File: config.mk
export PLATFORM = sky130hd
export DESIGN_NAME = rst_seq
export DESIGN_NICKNAME = d
export VERILOG_FILES = /design/src/rtl/rst_seq_pkg.sv /design/src/rtl/sync_2ff.sv /design/src/rtl/rst_seq.sv
export SDC_FILE = /design/constraint.sdc
export NUM_CORES = 1
export LEC_CHECK = 0
export ABC_AREA = 1
export CORE_ASPECT_RATIO = 0.5
export CORE_UTILIZATION = 32
export CTS_BUF_LIST = sky130_fd_sc_hd__clkbuf_4
export DETAILED_ROUTE_END_ITERATION = 16
export PLACE_DENSITY = 0.57
export SYNTH_ARGS = -nofsm -noshare
export SYNTH_HDL_FRONTEND = slang
export SYNTH_SLANG_ARGS = --single-unit
File: constraint.sdc
create_clock -name clk_in -period 3.3 [get_ports clk_in]
set_clock_uncertainty 0.2 [all_clocks]
set_input_delay 0.66 -clock clk_in [delete_from_list [all_inputs] [get_ports clk_in]]
set_output_delay 0.66 -clock clk_in [all_outputs]
set_load 0.005 [all_outputs]
File: src/rtl/rst_seq_pkg.sv
// Shared types and defaults for the reset sequencer.
// The state enum is also used by anything that observes the FSM.
package rst_seq_pkg;

    localparam int DEF_HOLD_CYCLES = 16;
    localparam int DEF_ACK_TIMEOUT = 1024;

    typedef enum logic [2:0] {
        ST_WAIT_LOCK = 3'd0,
        ST_HOLD      = 3'd1,
        ST_RELEASE   = 3'd2,
        ST_WAIT_ACK  = 3'd3,
        ST_RUN       = 3'd4
    } rst_seq_state_t;

    // Index width that stays legal when there is only one stage.
    function automatic int idx_width(input int n);
        return (n > 1) ? $clog2(n) : 1;
    endfunction

endpackage

File: src/rtl/sync_2ff.sv
// Width-parameterised two-flop synchronizer for bringing asynchronous
// level signals into the local clock domain.
module sync_2ff #(
    parameter int WIDTH = 1
) (
    input  logic             i_clk,
    input  logic             i_rst_n,
    input  logic [WIDTH-1:0] i_d,
    output logic [WIDTH-1:0] o_q
);

    logic [WIDTH-1:0] r_meta;
    logic [WIDTH-1:0] r_sync;

    always_ff @(posedge i_clk or negedge i_rst_n) begin
        if (!i_rst_n) begin
            r_meta <= '0;
            r_sync <= '0;
        end else begin
            r_meta <= i_d;
            r_sync <= r_meta;
        end
    end

    assign o_q = r_sync;

endmodule

File: src/rtl/rst_seq.sv
// Reset sequencer: holds every downstream domain in reset until the clock
// source locks, then releases the domains one at a time in index order.
module rst_seq
    import rst_seq_pkg::*;
#(
    parameter int NUM_STAGES  = 3,
    parameter int HOLD_CYCLES = DEF_HOLD_CYCLES,
    parameter int ACK_TIMEOUT = DEF_ACK_TIMEOUT
) (
    input  logic                  clk_in,
    input  logic                  rst_n_in,
    input  logic                  lock_in,
    input  logic                  soft_rst_req,
    input  logic [NUM_STAGES-1:0] ack_in,
    output logic [NUM_STAGES-1:0] rst_out,
    output logic                  busy,
    output logic                  done,
    output logic                  timeout_err
);

    localparam int HOLD_W = $clog2(HOLD_CYCLES + 1);
    localparam int TO_W   = $clog2(ACK_TIMEOUT + 1);
    localparam int IDX_W  = idx_width(NUM_STAGES);

    localparam logic [HOLD_W-1:0] HOLD_LAST = HOLD_W'(HOLD_CYCLES - 1);
    localparam logic [TO_W-1:0]   TO_LAST   = TO_W'(ACK_TIMEOUT - 1);
    localparam logic [IDX_W-1:0]  IDX_LAST  = IDX_W'(NUM_STAGES - 1);

    logic                  w_lock_sync;
    logic [NUM_STAGES-1:0] w_ack_sync;

    rst_seq_state_t        r_state,       w_state_next;
    logic [IDX_W-1:0]      r_idx,         w_idx_next;
    logic [HOLD_W-1:0]     r_hold_cnt,    w_hold_next;
    logic [TO_W-1:0]       r_to_cnt,      w_to_next;
    logic [NUM_STAGES-1:0] r_rst_out,     w_rst_next;
    logic                  r_busy,        w_busy_next;
    logic                  r_done,        w_done_next;
    logic                  r_timeout_err, w_terr_next;

    sync_2ff #(.WIDTH(1)) u_lock_sync (
        .i_clk   (clk_in),
        .i_rst_n (rst_n_in),
        .i_d     (lock_in),
        .o_q     (w_lock_sync)
    );

    sync_2ff #(.WIDTH(NUM_STAGES)) u_ack_sync (
        .i_clk   (clk_in),
        .i_rst_n (rst_n_in),
        .i_d     (ack_in),
        .o_q     (w_ack_sync)
    );

    always_comb begin
        w_state_next = r_state;
        w_idx_next   = r_idx;
        w_hold_next  = r_hold_cnt;
        w_to_next    = r_to_cnt;
        w_rst_next   = r_rst_out;
        w_terr_next  = r_timeout_err;

        // Lock loss outranks a soft request arriving in the same cycle.
        if (r_state != ST_WAIT_LOCK && !w_lock_sync) begin
            w_state_next = ST_WAIT_LOCK;
            w_rst_next   = '1;
            w_idx_next   = '0;
            w_hold_next  = '0;
            w_to_next    = '0;
        end else if (r_state != ST_WAIT_LOCK && soft_rst_req) begin
            w_state_next = ST_HOLD;
            w_rst_next   = '1;
            w_idx_next   = '0;
            w_hold_next  = '0;
            w_to_next    = '0;
        end else begin
            case (r_state)
                ST_WAIT_LOCK: begin
                    w_rst_next  = '1;
                    w_idx_next  = '0;
                    w_hold_next = '0;
                    w_to_next   = '0;
                    if (w_lock_sync) begin
                        w_state_next = ST_HOLD;
                    end
                end
                ST_HOLD: begin
                    w_rst_next = '1;
                    if (r_hold_cnt == HOLD_LAST) begin
                        w_state_next = ST_RELEASE;
                        w_hold_next  = '0;
                        w_idx_next   = '0;
                    end else begin
                        w_hold_next = r_hold_cnt + 1'b1;
                    end
                end
                ST_RELEASE: begin
                    w_rst_next[r_idx] = 1'b0;
                    w_to_next         = '0;
                    w_state_next      = ST_WAIT_ACK;
                end
                ST_WAIT_ACK: begin
                    // A stuck acknowledge is treated as an acknowledge, but flagged.
                    if (!w_ack_sync[r_idx] || r_to_cnt == TO_LAST) begin
                        if (w_ack_sync[r_idx]) begin
                            w_terr_next = 1'b1;
                        end
                        w_to_next = '0;
                        if (r_idx == IDX_LAST) begin
                            w_state_next = ST_RUN;
                        end else begin
                            w_idx_next   = r_idx + 1'b1;
                            w_state_next = ST_RELEASE;
                        end
                    end else begin
                        w_to_next = r_to_cnt + 1'b1;
                    end
                end
                ST_RUN: begin
                    w_rst_next = '0;
                end
                default: begin
                    w_state_next = ST_WAIT_LOCK;
                    w_rst_next   = '1;
                end
            endcase
        end

        w_busy_next = (w_state_next != ST_RUN);
        w_done_next = (w_state_next == ST_RUN);
    end

    always_ff @(posedge clk_in or negedge rst_n_in) begin
        if (!rst_n_in) begin
            r_state       <= ST_WAIT_LOCK;
            r_idx         <= '0;
            r_hold_cnt    <= '0;
            r_to_cnt      <= '0;
            r_rst_out     <= '1;
            r_busy        <= 1'b1;
            r_done        <= 1'b0;
            r_timeout_err <= 1'b0;
        end else begin
            r_state       <= w_state_next;
            r_idx         <= w_idx_next;
            r_hold_cnt    <= w_hold_next;
            r_to_cnt      <= w_to_next;
            r_rst_out     <= w_rst_next;
            r_busy        <= w_busy_next;
            r_done        <= w_done_next;
            r_timeout_err <= w_terr_next;
        end
    end

    assign rst_out     = r_rst_out;
    assign busy        = r_busy;
    assign done        = r_done;
    assign timeout_err = r_timeout_err;

endmodule

==> results.md <==
* Status: complete, no violations
* Clock sinks at 35
* ANT nets after route at 0
* Clk Latency, worst-skew pair at between 0.3 and 0.4 ns
* Die Y-Extent at approximately 55 um
* Clk buf depth at 2
* RSZ-0062 raised after global routing: no
* # nets final at 249
* Initial antenna violation count at 0
* Synth Flop Type: dfrtp_1
* Max_cap viols at 0
* Unique masters post-synth at 30
* Setup total negative slack at 0 ns
* Tcrit/Tclk final at 68.55%
* CP max-delay cell: dfstp_2
* #FFs+latches synth at 35
* EDFF count, synth at 0
* DP Wirelength at about 2700 um
* Largest net degree at the start of global routing at 36
* Maximum vdd drop at 0.0002250 V
* 1st-iter DRT viols at 53
* Vias in the first global route at between 1,000 and 1,500
* CTS buffer count at 5
* Fin cells at a little over 300
* Count leader, synth: nand2_1
* Fillers at approximately 520
* CTS tree: yes
* Drt wl/cell at roughly 12 um
* Required @ worst endpoint at 2.44 ns
* Share of cells above drive strength 1 at between 10% and 20%
* Async SR Flop Fraction at 100.0%
* Pwr dens at ~530 mW/mm^2
* Hold buffers post-CTS at 0
* Critical path peak fanout at 2
* Sequential area share after synthesis at ~49%
* WL final at approximately 3600 um
* Global-route wire length before repair at ~5700 um
* Max frequency at roughly 440 MHz
* DRC errors left at 0
* CP endpoint kind: output port
* Die area at 0.005969 sq mm
* Area leader, netlist: dfrtp_1
* Hold/Removal Path Class: reg -> reg
* Fin. Hold Viols at 0
* Synth top area share at between 40 and 50%
* R2R Setup Slk at 1.45 ns
* Max-slew headroom at between 70% and 80%
* Mapped Area at approximately 0.0018 sq mm
* PortBufs at 12
* Worst Path Arrival at 1.40 ns
* Max Slew Vio Count at 0
* Yosys Warn Count at 0
* Worst path max stage delay at 0.56 ns
* Net Count, Synth at between 200 and 250
* Via count at approximately 1,500
* Clock transition at path regs at approximately 0.11 ns
* Crit Path Class: reg -> out
* Cells after synthesis at 218
* Core area at around 0.0052 sq mm
* Cell Count Post-Placement at 300
* Worst path buffer plus inverter count at 1
* Post-DP Area at about 0.0020 sq mm
* Pre-CTS setup slack at around 0.99 ns
* Synth-to-layout area growth at 17.11%
* Ranking of synthesized cells by area: dfrtp_1 43%, nand2_1 13%, dfstp_2 5.8%, nand3_1 5.3%, inv_1 5.0%
* TritonRoute pass-1 iters at 7
* Delay-heaviest family, CP: flip-flops
* Final setup vio count at 0
* Setup WS post-layout at between 1 and 1.5 ns
* Gr ovfl total at 0
* Crit start category: flop
* Horiz. Die Dim at 108.3 um
* Starting Density at a little over a third
* Post-CTS Setup Bufs at 0
* Post-route design area at around 0.0021 sq mm
* Critical path, cell by cell: clkdlybuf4s50_1
* Pleak at 0.9726 nW
* Via-per-instance ratio at between 4 and 5
* Synth top cells by count: 61 x nand2_1, 31 x dfrtp_1, 24 x inv_1
* Root Driver: clkbuf_4
* Resized cells post-CTS at 0
* Diode count at 0
* Routability cong. at approximately 0.8
* IO Count at 13
* Global Route Usage Sum at 13.10%
* Fin crit period at ~2.3 ns
* Row count at 18
* Mean Syn Cell Area at between 8 and 9 sq um
* Worst-margin pin slew at 0.4442 ns
* H-Tree Depth at 2
[state kept, by name, indices dropped and copies added (netlist names)]
signal              count
busy                    1
done                    1
r_hold_cnt              5
r_idx                   2
r_state                 3
r_to_cnt               11
rst_out                 3
timeout_err             1
u_ack_sync.o_q          3
u_ack_sync.r_meta       3
u_lock_sync.o_q         1
u_lock_sync.r_meta      1
[kinds of logic (layout without fill, tap and decap cells)]
kind of cell	count (synthesis)	in the layout	synth area share (%)
AOI/OAI and AO/OA	27	27	9.973
buffers and inverters	30	50	6.648
and+or+nand+nor	120	120	30.68
xor gates and xnor gates	1	1	0.4849
adders and majority gates	5	5	3.463
DFF	35	35	48.75
[placed cells by master, fill, tap and decap left out, drive strengths merged, types with 2 or more instances in the layout]
cell,instances
nand4,6
a21oi,13
clkdlybuf4s50,12
nor3,6
bufinv,2
nand2,66
ha,5
nand3,20
nor2,21
o21bai,2
inv,29
o21ai,8
clkbuf,5
dfrtp,31
dfstp,4
[layout make-up]
type | count | area (sq um) | share of cell area, %
clock buffer | 5 | 37.54 | 1.774
clock inverter | 3 | 67.56 | 3.193
inverter | 29 | 108.9 | 5.145
multi-input combinational | 153 | 805.8 | 38.08
sequential | 35 | 880.8 | 41.63
tap | 70 | 87.58 | 4.140
timing repair buffer | 13 | 127.6 | 6.032
[power breakdown]
part           internal (W)  switching [W]  total, W
registers          0.000454      0.0000279  0.000482
clock network      0.000235       0.000155  0.000390
logic             0.0000790       0.000179  0.000258
total              0.000768       0.000362   0.00113
[layer usage]
metal | vias up | global-route usage, % | wire (um)
met1 | 699 | 16.35 | 1796
met2 | 35 | 21.02 | 1563
met3 | 7 | 3.981 | 159
li1 | 739 | - | -
met4 | 0 | 6.982 | 61
met5 | - | 0 | 0
[per-stage QoR]
stage               hold slack, ns  utilization, %  total power (W)
floorplan                   0.1312               -        0.0006962
global placement            0.1334           38.82        0.0007415
detailed placement          0.1371           38.82        0.0007498
CTS                         0.1636           40.85         0.001139
global route                0.1715           40.85         0.001187
finish                      0.1631           40.85         0.001130
[worst paths after layout]
path                                 startpoint           endpoint  cells past startpoint
max                                  rst_out[1]         rst_out[1]                      1
min                        u_ack_sync.r_meta[0]  u_ack_sync.o_q[0]                      0
max reg2reg                         r_to_cnt[0]               busy                      8
min reg2reg                u_ack_sync.r_meta[0]  u_ack_sync.o_q[0]                      0
max in group asynchronous              rst_n_in               busy                      2
min in group asynchronous              rst_n_in       r_to_cnt[10]                      2
Note: power is estimated with default switching activity, not from simulation.
